--- config.mk ---
export PLATFORM = sky130hd
export DESIGN_NAME = scoreboard_hazard_unit_flat
export DESIGN_NICKNAME = d
export VERILOG_FILES = /design/src/rtl/scoreboard_hazard_unit_if.sv /design/src/rtl/scoreboard_hazard_unit.sv /design/src/flat_wrapper.sv
export SDC_FILE = /design/constraint.sdc
export NUM_CORES = 1
export LEC_CHECK = 0
export ABC_AREA = 0
export CORE_UTILIZATION = 25
export CTS_BUF_LIST = sky130_fd_sc_hd__clkbuf_4 sky130_fd_sc_hd__clkbuf_8
export DETAILED_ROUTE_END_ITERATION = 10
export PLACE_DENSITY_LB_ADDON = 0.3
export SLEW_MARGIN = 20
export SYNTH_ARGS = -nofsm -noshare
export SYNTH_HDL_FRONTEND = slang
export SYNTH_SLANG_ARGS = --single-unit
--- constraint.sdc ---
create_clock -name clk -period 8.8 [get_ports clk]
set_input_delay 1.32 -clock clk [delete_from_list [all_inputs] [get_ports clk]]
set_output_delay 1.32 -clock clk [all_outputs]
set_load 0.005 [all_outputs]
--- src/rtl/scoreboard_hazard_unit_if.sv ---
// ID-stage <-> scoreboard hazard unit signal bundle.
// The ID stage drives the decoded instruction; the hazard unit returns stall/issue status.
interface scoreboard_hazard_unit_if #(
   parameter int NREG = 32,
   parameter int AW   = 5,
   parameter int LW   = 3,
   parameter int CW   = 16
);
   logic            id_valid;
   logic [AW-1:0]   id_rs;
   logic [AW-1:0]   id_rt;
   logic            id_rs_used;
   logic            id_rt_used;
   logic [AW-1:0]   id_rd;
   logic            id_regwrite;
   logic [LW-1:0]   id_lat;
   logic            id_long;
   logic            flush;
   logic            stall;
   logic            issue;
   logic            long_busy;
   logic [NREG-1:0] pending;
   logic [CW-1:0]   stall_cnt;

   modport master (
      output id_valid, id_rs, id_rt, id_rs_used, id_rt_used, id_rd, id_regwrite,
             id_lat, id_long, flush,
      input  stall, issue, long_busy, pending, stall_cnt
   );

   modport slave (
      input  id_valid, id_rs, id_rt, id_rs_used, id_rt_used, id_rd, id_regwrite,
             id_lat, id_long, flush,
      output stall, issue, long_busy, pending, stall_cnt
   );
endinterface

--- src/rtl/scoreboard_hazard_unit.sv ---
// Per-register latency scoreboard deciding when the ID stage may advance.
// Covers RAW, WAW-ordering and long-unit structural hazards with a single stall output.
module scoreboard_hazard_unit #(
   parameter int NREG     = 32,
   parameter int AW       = 5,
   parameter int LW       = 3,
   parameter int LONG_LAT = 6,
   parameter int CW       = 16
) (
   input logic                   clk,
   input logic                   rst_n,
   scoreboard_hazard_unit_if.slave sb
);

   localparam logic [LW-1:0] LONG_LAT_V = LW'(LONG_LAT);

   // Register 0 is hard-wired zero, so its counter simply does not exist.
   logic [LW-1:0]   cnt_q [1:NREG-1];
   logic [LW-1:0]   cnt_d [1:NREG-1];
   logic [LW-1:0]   busy_q, busy_d;
   logic [CW-1:0]   stall_cnt_q, stall_cnt_d;
   logic [LW-1:0]   rs_cnt, rt_cnt, rd_cnt;
   logic [NREG-1:0] pending;
   logic            raw, waw, str, live, stall, issue;

   // NOTE: every always_comb output gets a default first so no path leaves it unassigned (no latches).
   always_comb begin
      rs_cnt = '0;
      rt_cnt = '0;
      rd_cnt = '0;
      for (int r = 1; r < NREG; r++) begin
         if (sb.id_rs == AW'(r)) rs_cnt = cnt_q[r];
         if (sb.id_rt == AW'(r)) rt_cnt = cnt_q[r];
         if (sb.id_rd == AW'(r)) rd_cnt = cnt_q[r];
      end
   end

   // Index 0 never matches above, so its lookups read as zero.
   assign raw   = (sb.id_rs_used && rs_cnt != '0) || (sb.id_rt_used && rt_cnt != '0);
   assign waw   = sb.id_regwrite && sb.id_rd != '0 && sb.id_lat < rd_cnt;
   assign str   = sb.id_long && busy_q != '0;
   assign live  = sb.id_valid && !sb.flush;
   assign stall = live && (raw || waw || str);
   assign issue = live && !stall;

   always_comb begin
      for (int r = 1; r < NREG; r++) begin
         cnt_d[r] = (cnt_q[r] != '0) ? cnt_q[r] - 1'b1 : cnt_q[r];
         if (issue && sb.id_regwrite && sb.id_rd == AW'(r) && sb.id_lat != '0)
            cnt_d[r] = sb.id_lat;
      end

      if (issue && sb.id_long)  busy_d = LONG_LAT_V;
      else if (busy_q != '0)    busy_d = busy_q - 1'b1;
      else                      busy_d = busy_q;

      stall_cnt_d = stall_cnt_q;
      if (stall && stall_cnt_q != {CW{1'b1}}) stall_cnt_d = stall_cnt_q + 1'b1;
   end

   // NOTE: the counter array is reset too, because stale latencies after reset would cause false stalls.
   always_ff @(posedge clk) begin
      if (!rst_n) begin
         for (int r = 1; r < NREG; r++) cnt_q[r] <= '0;
         busy_q      <= '0;
         stall_cnt_q <= '0;
      end else begin
         for (int r = 1; r < NREG; r++) cnt_q[r] <= cnt_d[r];
         busy_q      <= busy_d;
         stall_cnt_q <= stall_cnt_d;
      end
   end

   always_comb begin
      pending = '0;
      for (int r = 1; r < NREG; r++) pending[r] = (cnt_q[r] != '0);
   end

   assign sb.stall     = stall;
   assign sb.issue     = issue;
   assign sb.long_busy = (busy_q != '0);
   assign sb.pending   = pending;
   assign sb.stall_cnt = stall_cnt_q;

endmodule

--- src/flat_wrapper.sv ---
// flat-port wrapper written by rule: the top's interface ports become plain ports
module scoreboard_hazard_unit_flat 
#(
   parameter int NREG     = 32,
   parameter int AW       = 5,
   parameter int LW       = 3,
   parameter int LONG_LAT = 6,
   parameter int CW       = 16
)
  (clk, rst_n, sb_id_valid, sb_id_rs, sb_id_rt, sb_id_rs_used, sb_id_rt_used, sb_id_rd, sb_id_regwrite, sb_id_lat, sb_id_long, sb_flush, sb_stall, sb_issue, sb_long_busy, sb_pending, sb_stall_cnt);
  scoreboard_hazard_unit_if #(.NREG(NREG), .AW(AW), .LW(LW), .CW(CW)) sb_i ();
  input logic clk;
  input logic rst_n;
  input wire logic [$bits(sb_i.id_valid)-1:0] sb_id_valid;
  input wire logic [$bits(sb_i.id_rs)-1:0] sb_id_rs;
  input wire logic [$bits(sb_i.id_rt)-1:0] sb_id_rt;
  input wire logic [$bits(sb_i.id_rs_used)-1:0] sb_id_rs_used;
  input wire logic [$bits(sb_i.id_rt_used)-1:0] sb_id_rt_used;
  input wire logic [$bits(sb_i.id_rd)-1:0] sb_id_rd;
  input wire logic [$bits(sb_i.id_regwrite)-1:0] sb_id_regwrite;
  input wire logic [$bits(sb_i.id_lat)-1:0] sb_id_lat;
  input wire logic [$bits(sb_i.id_long)-1:0] sb_id_long;
  input wire logic [$bits(sb_i.flush)-1:0] sb_flush;
  output wire logic [$bits(sb_i.stall)-1:0] sb_stall;
  output wire logic [$bits(sb_i.issue)-1:0] sb_issue;
  output wire logic [$bits(sb_i.long_busy)-1:0] sb_long_busy;
  output wire logic [$bits(sb_i.pending)-1:0] sb_pending;
  output wire logic [$bits(sb_i.stall_cnt)-1:0] sb_stall_cnt;
  assign sb_i.id_valid = sb_id_valid;
  assign sb_i.id_rs = sb_id_rs;
  assign sb_i.id_rt = sb_id_rt;
  assign sb_i.id_rs_used = sb_id_rs_used;
  assign sb_i.id_rt_used = sb_id_rt_used;
  assign sb_i.id_rd = sb_id_rd;
  assign sb_i.id_regwrite = sb_id_regwrite;
  assign sb_i.id_lat = sb_id_lat;
  assign sb_i.id_long = sb_id_long;
  assign sb_i.flush = sb_flush;
  assign sb_stall = sb_i.stall;
  assign sb_issue = sb_i.issue;
  assign sb_long_busy = sb_i.long_busy;
  assign sb_pending = sb_i.pending;
  assign sb_stall_cnt = sb_i.stall_cnt;
  scoreboard_hazard_unit #(.NREG(NREG), .AW(AW), .LW(LW), .LONG_LAT(LONG_LAT), .CW(CW)) u_core (.clk(clk), .rst_n(rst_n), .sb(sb_i));
endmodule
==> Yosys cells after proc, flatten, opt, wreduce, memory -nomap -nowiden <==
Memory sizes are Yosys's and may differ from the RTL's.
Cells that the tools add are included.
{ "classes": {"add_sub_neg": 33, "magnitude_cmp": 1, "n_eq_ne": 94, "muxes": 190, "bitwise": 32, "n_reduce_logical": 116} }
{ "op_table": {"columns": ["operator", "count"], "rows": [
  ["$mux 3", 188],
  ["$eq 5x5->1 const B", 48],
  ["$eq 5x4->1 const B", 24],
  ["$reduce_bool 3->1", 35],
  ["$sub 3x1->3 const B", 32],
  ["$logic_and 1x1->1", 73],
  ["$eq 5x3->1 const B", 12],
  ["$or 1x1->1", 31],
  ["$eq 5x2->1 const B", 6],
  ["$add 16x1->16 const B", 1],
  ["$ne 16x16->1 const B", 1],
  ["$eq 5x1->1 const B", 3],
  ["$reduce_bool 5->1", 1],
  ["$logic_or 1x1->1", 3],
  ["$lt 3x3->1", 1],
  ["$logic_not 1->1", 2],
  ["$mux 1", 2],
  ["$reduce_bool 2->1", 1],
  ["$reduce_or 2->1", 1],
  ["$not 1->1", 1]
]} }
{ "totals": {"ff_bits": 19, "ram_bits": 93, "in_bits": 26, "out_inout_bits": 51, "n_memories": 1} }
{ "mem_list": {"columns": ["memory", "words", "width", "read_ports", "rd_ports_with_merged_regs", "write_ports", "line_no", "source"], "rows": [
  ["u_core.cnt_q", 31, 3, 31, 0, 31, "scoreboard_hazard_unit.sv:18", "logic [LW-1:0] cnt_q [1:NREG-1];"]
]} }

==> Logic depth before layout (Yosys ltp) <==
Gate-level depths: netlist of the first run.
{ "depth": {"ltp_word": 45, "depth_mapped": 24, "mapped_depth_nobuf": 18} }

==> Worst setup path before layout of the first run <==
Ideal clock, no wire load.
{ "synth_timing": {"path_kind": "input port to output port", "start": "in sb_id_rd[0]", "end": "out sb_stall", "arrival_time_ns": 5.268, "setup_slack_ns": 2.212, "cell_stages": 18, "path_cell_list": "buf_2 > clkbuf_1 > clkbuf_1 > clkbuf_1 > o21ai_0 > a221oi_1 > o221ai_1 > a222oi_1 > o221ai_1 > a221oi_1 > ha_1 > o211ai_1 > a2111oi_1 > o2111ai_1 > a22o_1 > o31ai_2 > clkbuf_1 > inv_1"} }
{ "synth_between": {"elab_chain_cells": 37} }
{ "synth_rtl": {"columns": ["element", "line_no", "source"], "rows": [
  ["start, declared", "flat_wrapper.sv:19", "input wire logic [$bits(sb_i.id_rd)-1:0] sb_id_rd;"],
  ["$eq 5x1->1", "scoreboard_hazard_unit.sv:34", "if (sb.id_rd == AW'(r)) rd_cnt = cnt_q[r];"],
  ["$mux 3 (31 in a row)", "scoreboard_hazard_unit.sv:34", null],
  ["$lt 3x3->1", "scoreboard_hazard_unit.sv:40", "assign waw = sb.id_regwrite && sb.id_rd != '0 && sb.id_lat < rd_cnt;"],
  ["$logic_and 1x1->1 (*)", "scoreboard_hazard_unit.sv:40", null],
  ["$logic_or 1x1->1 (*) (2 in a row)", "scoreboard_hazard_unit.sv:43", "assign stall = live && (raw || waw || str);"],
  ["$logic_and 1x1->1 (*)", "scoreboard_hazard_unit.sv:43", null],
  ["end, declared", "flat_wrapper.sv:24", "output wire logic [$bits(sb_i.stall)-1:0] sb_stall;"]
]} }
Mark *: on every way between the ends. The rest lies on a longest branch, timed or not.

==> Worst setup path in the final report of the first run <==
{ "layout_timing": {"start": "in sb_id_rd[2]", "end": "out sb_stall"} }
Same word-level chain as after synthesis.

==> flow_metrics.tcl, run 1 <==
set metrics [dict create \
    status "finished clean" \
    antenna_found_initial 1 \
    synth_edf_count 0 \
    synth_top_area_share_pct 20.3 \
    die_w_um 212 \
    placed_cells 2088 \
    drive_gt1_share_pct 8.23 \
    syn_to_final_growth_pct 12.7 \
    grt_max_degree 67 \
    hold_violations 0 \
    synth_top_family_by_area "compound AO/OA/AOI/OAI gates" \
    cts_resized 0 \
    synth_area_per_cell_um2 7.35 \
    arrival_ns 6.40 \
    cts_setup_buffers 0 \
    hpwl_um 40600 \
    wirelength_um 53000 \
    rows 76 \
    place.gp.congestion 0.999 \
    clk_transition_reported_paths_ns 0.12 \
    async_flop_share_pct 0 \
    synth_flop_cell "dfxtp_1" \
    synth_cell_types 87 \
    syn-num-nets 1595 \
    synth_area_leaders "dfxtp_1 20%, ha_1 7.6%, nand2_1 6.1%" \
    via_count 12300 \
    grt_pass1_vias 11400 \
    wl_per_cell_um 25.2 \
    port_buffers 75 \
    synth_fa_ha_area_share_pct 7.60 \
    htree_levels 3 \
    critical_path.max_fanout 25 \
    period_share_pct 87.8 \
    clock-sinks 112 \
    fin_worst_skew_ns 0.0247 \
    worst-setup-path-type "input pin to output port" \
    cts_inserted_buffers 9 \
    min_path_type "flop to flop" \
    tightestPinTransition_ns 1.01 \
    whs_ns 0.485 \
    final.setup.tns_ns 0 \
    r2r_setup_slack_ns 3.45 \
    floorplan.initialDensity_pct 25.5 \
    yosysSeqAreaShare_pct 20.3 \
    yosys.cell_count.top_type "nand2_1" \
    clock_path_buffers 2 \
    first_pass_iters 6 \
    final_core_util_pct 28.7 \
    ctsHoldBuffers 0 \
    coreArea_mm2 0.0433 \
    cts_tree "yes" \
    synth_compound_area_share_pct 30.4 \
    num-nets-final 1607 \
    reg2reg_to "u_core.cnt_q[7][1]$_SDFFE_PN0P_" \
    p_leak_nw 4.30 \
    avgViaCountPerCell 5.85 \
    clock-root-buffer "clkbuf_8" \
    finalCriticalPeriod_ns 7.72 \
    final_cells 2104 \
    startpoint_type "input pin" \
    synth_simple_gate_area_share_pct 27.6 \
    max_freq_mhz 129 \
    whs_endpoint "u_core.sb.stall_cnt[14]$_SDFFE_PN0P_" \
    powerDensity_mw_per_mm2 289 \
    synth_seq_cells 112 \
    drtIter0Drc 1433 \
    syn_area_mm2 0.0110 \
    max-cap-violations 0 \
    regToRegStartpoint "u_core.cnt_q[3][2]$_SDFFE_PN0P_" \
    yosys.area.top_type "dfxtp_1" \
    hp-start "u_core.sb.stall_cnt[14]$_SDFFE_PN0P_" \
    drc 0 \
    synthMuxAreaShare_pct 6.57 \
    clk_latency_ns 0.46 \
    ir_drop_uv 103 \
    syn_inst 1502 \
    io_pins 77 \
    slew_headroom_pct 31.5 \
    die_h_um 212 \
    endpoint_kind "output port" \
    dieArea_mm2 0.0450 \
    slew_viol_final 0 \
    r2r_cells 18 \
    grt_pass1_wl_um 78000 \
    place_ws_ns 1.15 \
    yosysWarnings 0 \
    setup_ws_ns 1.08 \
    overflow 0 \
    required_ns 7.48 \
    ant_nets 0 \
    synth_commonest_cells "178 x nand2_1, 138 x nor2_1, 112 x dfxtp_1, 83 x inv_1, 75 x o21ai_0" \
    finalSetupViolations 0 \
    rsz0062_at_grt "false" \
    holdPathStages 2 \
    synth_xor_area_share_pct 0.318 \
    track_usage_pct 23.5 \
]
-- placed cells by master (no fill, tap or decap), types with 19 or more instances in the layout --
master	netlist	routed
mux2_2	34	34
nand2_1	178	178
inv_1	83	82
nor3_1	39	39
clkdlybuf4s50_1	0	68
a21oi_1	56	56
and3_1	19	19
ha_1	67	67
nor2_1	138	138
dfxtp_1	112	112
o32ai_1	31	31
a2111oi_2	20	20
o22ai_1	50	50
and2_1	28	28
mux2i_1	33	33
nor2b_1	23	23
nand2b_1	57	57
o21ai_0	75	75
a31oi_1	37	37
buf_4	5	27
a211oi_1	42	42
nand3_1	35	34
-- worst max path at each step --
stage	endpoint	cells past startpoint	start	slack, ns
6_report	sb_stall	19	sb_id_rd[2]	1.08
5_1_grt	sb_stall	19	sb_id_rd[2]	0.67
4_1_cts	sb_stall	19	sb_id_rd[2]	1.13
3_5_place_dp	sb_stall	19	sb_id_rd[2]	1.15
3_3_place_gp	sb_stall	19	sb_id_rd[2]	1.33
2_1_floorplan	sb_stall	18	sb_id_rd[0]	2.21
-- per-layer routing --
metal | part of all wire (%) | track usage, % | up-vias
met2 | 44 | 36.4 | 598
met4 | 3.4 | 9.12 | 0
met1 | 44 | 32.1 | 5956
met3 | 8.1 | 4.28 | 110
met5 | 0 | 0 | -
li1 | - | - | 5643
-- cells by family (layout without fill, tap and decap cells) --
logic type | after synthesis | after routing
other | 1 | 2
AO/OA/AOI/OAI | 460 | 460
adder cells (fa/ha/maj) | 67 | 67
flip-flops | 112 | 112
buffers and inverters | 186 | 202
multiplexers | 68 | 68
XOR/XNOR | 4 | 4
AND/OR/NAND/NOR | 604 | 604
-- final cells by class --
| type | count | area [µm²] |
|---|---|---|
| Tap cell | 585 | 732 |
| Timing Repair Buffer | 102 | 918 |
| Inverter | 85 | 319 |
| Sequential cell | 112 | 2240 |
| Clock inverter | 6 | 76.3 |
| Multi-Input combinational cell | 1204 | 8020 |
| Antenna cell | 1 | 2.50 |
| Clock buffer | 9 | 124 |
| Fill cell | 4698 | 30800 |
-- per-stage QoR --
step           total power [mW]  area, µm²
6_report                   3.59      12400
5_1_grt                    3.85      12400
4_1_cts                    3.56      12400
3_5_place_dp               3.20      12200
3_3_place_gp               3.18      12200
2_1_floorplan              2.26      11000
-- flip-flops by register name (all words and copies together), names as in the netlist --
register             flops
u_core.sb.stall_cnt     16
u_core.busy_q            3
u_core.cnt_q            93
-- report_power, final --
| group | total [mW] | switching, mW | internal (mW) | leakage, nW |
|---|---|---|---|---|
| registers | 1.19 | 0.480 | 0.706 | 0.926 |
| logic | 2.06 | 1.15 | 0.903 | 3.27 |
| clock network | 0.346 | 0.211 | 0.135 | 0.102 |
-- critical path, stage by stage --
cell and delay [ns]:
clkdlybuf4s50_1 0.59, nand2b_1 0.34, nand2b_1 0.30, nor2_1 0.33, a221oi_1 0.15, a31oi_1 0.24, a2bb2oi_1 0.25, o22ai_1 0.17
a22oi_1 0.27, nor3_1 0.08, ha_1 0.29, o211ai_1 0.09, a2111oi_1 0.41, o2111ai_1 0.18, a22o_1 0.34, o31ai_2 0.25
buf_4 0.30, inv_1 0.06, clkdlybuf4s50_1 0.44
No activity file was read; power rests on OpenSTA's default activity.
==> inputs of run 2 (changes only) <==
--- a/config.mk
+++ b/config.mk
@@ -9,7 +9,7 @@
 export CORE_UTILIZATION = 25
 export CTS_BUF_LIST = sky130_fd_sc_hd__clkbuf_4 sky130_fd_sc_hd__clkbuf_8
 export DETAILED_ROUTE_END_ITERATION = 10
-export PLACE_DENSITY_LB_ADDON = 0.3
+export GPL_TIMING_DRIVEN = 0
 export SLEW_MARGIN = 20
 export SYNTH_ARGS = -nofsm -noshare
 export SYNTH_HDL_FRONTEND = slang
==> run 2 against run 1 <==
Combinational power is 5% higher; fmax is 10% lower; worst setup slack worse by 0.86 ns; design area is 2.3% higher; total power is 3.8% higher; register-to-register slack worse by 0.30 ns; cell count is 3.3% higher; largest cell class unchanged; highest routed layer is now met5.
==> flow_metrics.tcl, run 2 (synthesis results as in run 1) <==
set metrics [dict create \
    clock_path_buffers 2 \
    final_cells 2174 \
    place.gp.congestion 1.06 \
    grt_max_degree 21 \
    antenna_found_initial 1 \
    layout_common_cells "178 x nand2_1, 138 x nor2_1, 112 x dfxtp_1" \
    power_switching_mw 1.98 \
    powerDensity_mw_per_mm2 293 \
    port_buffers 69 \
    crit_slowest_cell "clkdlybuf4s50_1" \
    startpoint_type "input pin" \
    grt_pass1_wl_um 85600 \
    drtIter0Drc 1877 \
    critical_path.max_fanout 10 \
    slowest_delay_ns 0.47 \
    wirelength_um 59200 \
    syn_to_final_growth_pct 15.3 \
    ir_drop_uv 140 \
    final.setup.tns_ns 0 \
    hpwl_um 46700 \
    first_pass_iters 5 \
    status "finished clean" \
    fin_worst_skew_ns 0.0319 \
    clock-sinks 112 \
    ant_nets 0 \
    hp-start "u_core.sb.stall_cnt[14]$_SDFFE_PN0P_" \
    antenna_cells 0 \
    r2r_cells 20 \
    top_layer_used "met5" \
    largest_reg_flops 93 \
    tightestPinTransition_ns 1.09 \
    pwr-share-clk_pct 9.0 \
    htree_levels 3 \
    reg2reg_to "u_core.cnt_q[15][1]$_SDFFE_PN0P_" \
    endpoint_kind "output port" \
    dr_wl_met3_um 5970 \
    whs_endpoint "u_core.sb.stall_cnt[14]$_SDFFE_PN0P_" \
    p_int_mw 1.74 \
    r2r_setup_slack_ns 3.15 \
    slew_headroom_pct 27.5 \
    finalCriticalPeriod_ns 8.59 \
    p_leak_nw 4.45 \
    floorplan.initialDensity_pct 25.5 \
    power_frac_comb_pct 57.9 \
    max_freq_mhz 116 \
    grt_pass1_vias 12200 \
    path_delay_family "compound AO/OA/AOI/OAI gates" \
    top_register "u_core.cnt_q" \
    path_buf_inv 7 \
    total_power_mw 3.72 \
    regToRegStartpoint "u_core.cnt_q[1][2]$_SDFFE_PN0P_" \
    drc 0 \
    placed_cells 2157 \
    final_core_util_pct 29.4 \
    crit_chain "clkdlybuf4s50_1, buf_2, clkbuf_2, clkbuf_4, or2_1, nor3_1, a22o_1, a221oi_1, a31oi_1, a2bb2oi_1, o22ai_1, a22oi_1, nor3_1, ha_1, o211ai_1, a2111oi_4, a21oi_1, a22o_1, o31ai_4, buf_2, inv_1, clkdlybuf4s50_1" \
    track_usage_pct 26.1 \
    cts_tree "yes" \
    drive_gt1_share_pct 9.63 \
    max-cap-violations 0 \
    wl_met1_um 24200 \
    holdPathStages 2 \
    whs_ns 0.510 \
    clock-root-buffer "clkbuf_8" \
    overflow 0 \
    wl_per_cell_um 27.2 \
    num-nets-final 1677 \
    die_h_um 212 \
    arrival_ns 7.27 \
    io_pins 77 \
    dieArea_mm2 0.0450 \
    die_w_um 212 \
    coreArea_mm2 0.0433 \
    hold_violations 0 \
    rows 76 \
    slew_viol_final 0 \
    avgViaCountPerCell 6.09 \
    layout_commonest_cell "nand2_1" \
    clk_transition_reported_paths_ns 0.13 \
    fillers 4710 \
    finalSetupViolations 0 \
    wl_met2_um 25700 \
    via_count 13200 \
    switching_share_pct 53.3 \
    seqPwrFrac_pct 33.0 \
    rsz0062_at_grt "false" \
    cts_inserted_buffers 9 \
    required_ns 7.48 \
    worst-setup-path-type "input pin to output port" \
    clk_latency_ns 0.47 \
    min_path_type "flop to flop" \
    period_share_pct 97.6 \
]
[run 2: metrics by stage]
stage	worst slack [ns]	cell area, µm²
finish	0.214	12700
global route	0.0230	12700
CTS	0.00604	12700
detailed placement	-0.817	12500
global placement	-0.782	12500
floorplan	2.21	11000
[run 2: power by group through the flow]
| stage | Sequential (mW) | Combinational, mW | Clock (mW) |
|---|---|---|---|
| after global routing | 1.22 | 2.37 | 0.357 |
| after floorplan | 0.891 | 1.37 | 0 |
| after detailed placement | 1.18 | 2.10 | 0 |
| after global placement | 1.19 | 2.06 | 0 |
| after CTS | 1.17 | 2.12 | 0.341 |
| final | 1.23 | 2.16 | 0.337 |
[run 2: worst reg2reg max path, stage by stage, from the launching register on]
cell,delay [ns]
dfxtp_1,0.45
mux2_2,0.31
a22oi_1,0.14
or4_1,0.13
nand3_1,0.11
a221oi_2,0.25
o221ai_1,0.18
a222oi_1,0.44
o221ai_1,0.26
a221oi_1,0.36
ha_1,0.32
a221oi_1,0.31
a21oi_1,0.12
a21oi_1,0.24
a22o_1,0.48
nor4_4,0.11
buf_2,0.25
nand3_1,0.13
buf_2,0.36
buf_2,0.42
o32ai_1,0.14
[run 2: final cells by class]
cell class	count	area, µm²	area share (%)
clock inverter	6	60.1	0.472
inverter	85	319	2.51
buffer	101	484	3.81
tap	585	732	5.76
sequential	112	2240	17.6
multi-input combinational	1204	8040	63.2
clock buffer	10	131	1.03
timing repair buffer	71	708	5.57
[run 2: worst max path at each step]
stage,start,end,slack (ns),depth (start not counted)
2_1_floorplan,sb_id_rd[0],sb_stall,2.21,18
3_3_place_gp,sb_id_rd[0],sb_stall,-0.78,20
3_5_place_dp,sb_id_rd[0],sb_stall,-0.82,20
4_1_cts,sb_id_rd[0],sb_stall,0.006,21
5_1_grt,sb_id_rd[0],sb_stall,0.02,22
6_report,sb_id_rd[0],sb_stall,0.21,22
[run 2: repair_timing]
item                                    4_1_cts  5_1_grt
pin swaps                                     0        2
cloned                                        0        0
endpoints found under the setup margin        2        2
setup buffers                                 0        1
hold buffers                                  0        0
resized for setup                             7       11
[run 2: layer usage]
layer / vias to the layer above / GRT usage (%)
met5: - / 0
met4: 2 / 14.3
met3: 212 / 5.04
met2: 835 / 40.2
met1: 6389 / 34.1
li1: 5792 / -
==> inputs of run 3 (changes only) <==
--- a/config.mk
+++ b/config.mk
@@ -6,6 +6,7 @@
 export NUM_CORES = 1
 export LEC_CHECK = 0
 export ABC_AREA = 0
+export ABC_CLOCK_PERIOD_IN_PS = 8800
 export CORE_UTILIZATION = 25
 export CTS_BUF_LIST = sky130_fd_sc_hd__clkbuf_4 sky130_fd_sc_hd__clkbuf_8
 export DETAILED_ROUTE_END_ITERATION = 10
==> results of run 3 <==
Final layout, timing and power as in run 2 (identical DEF).
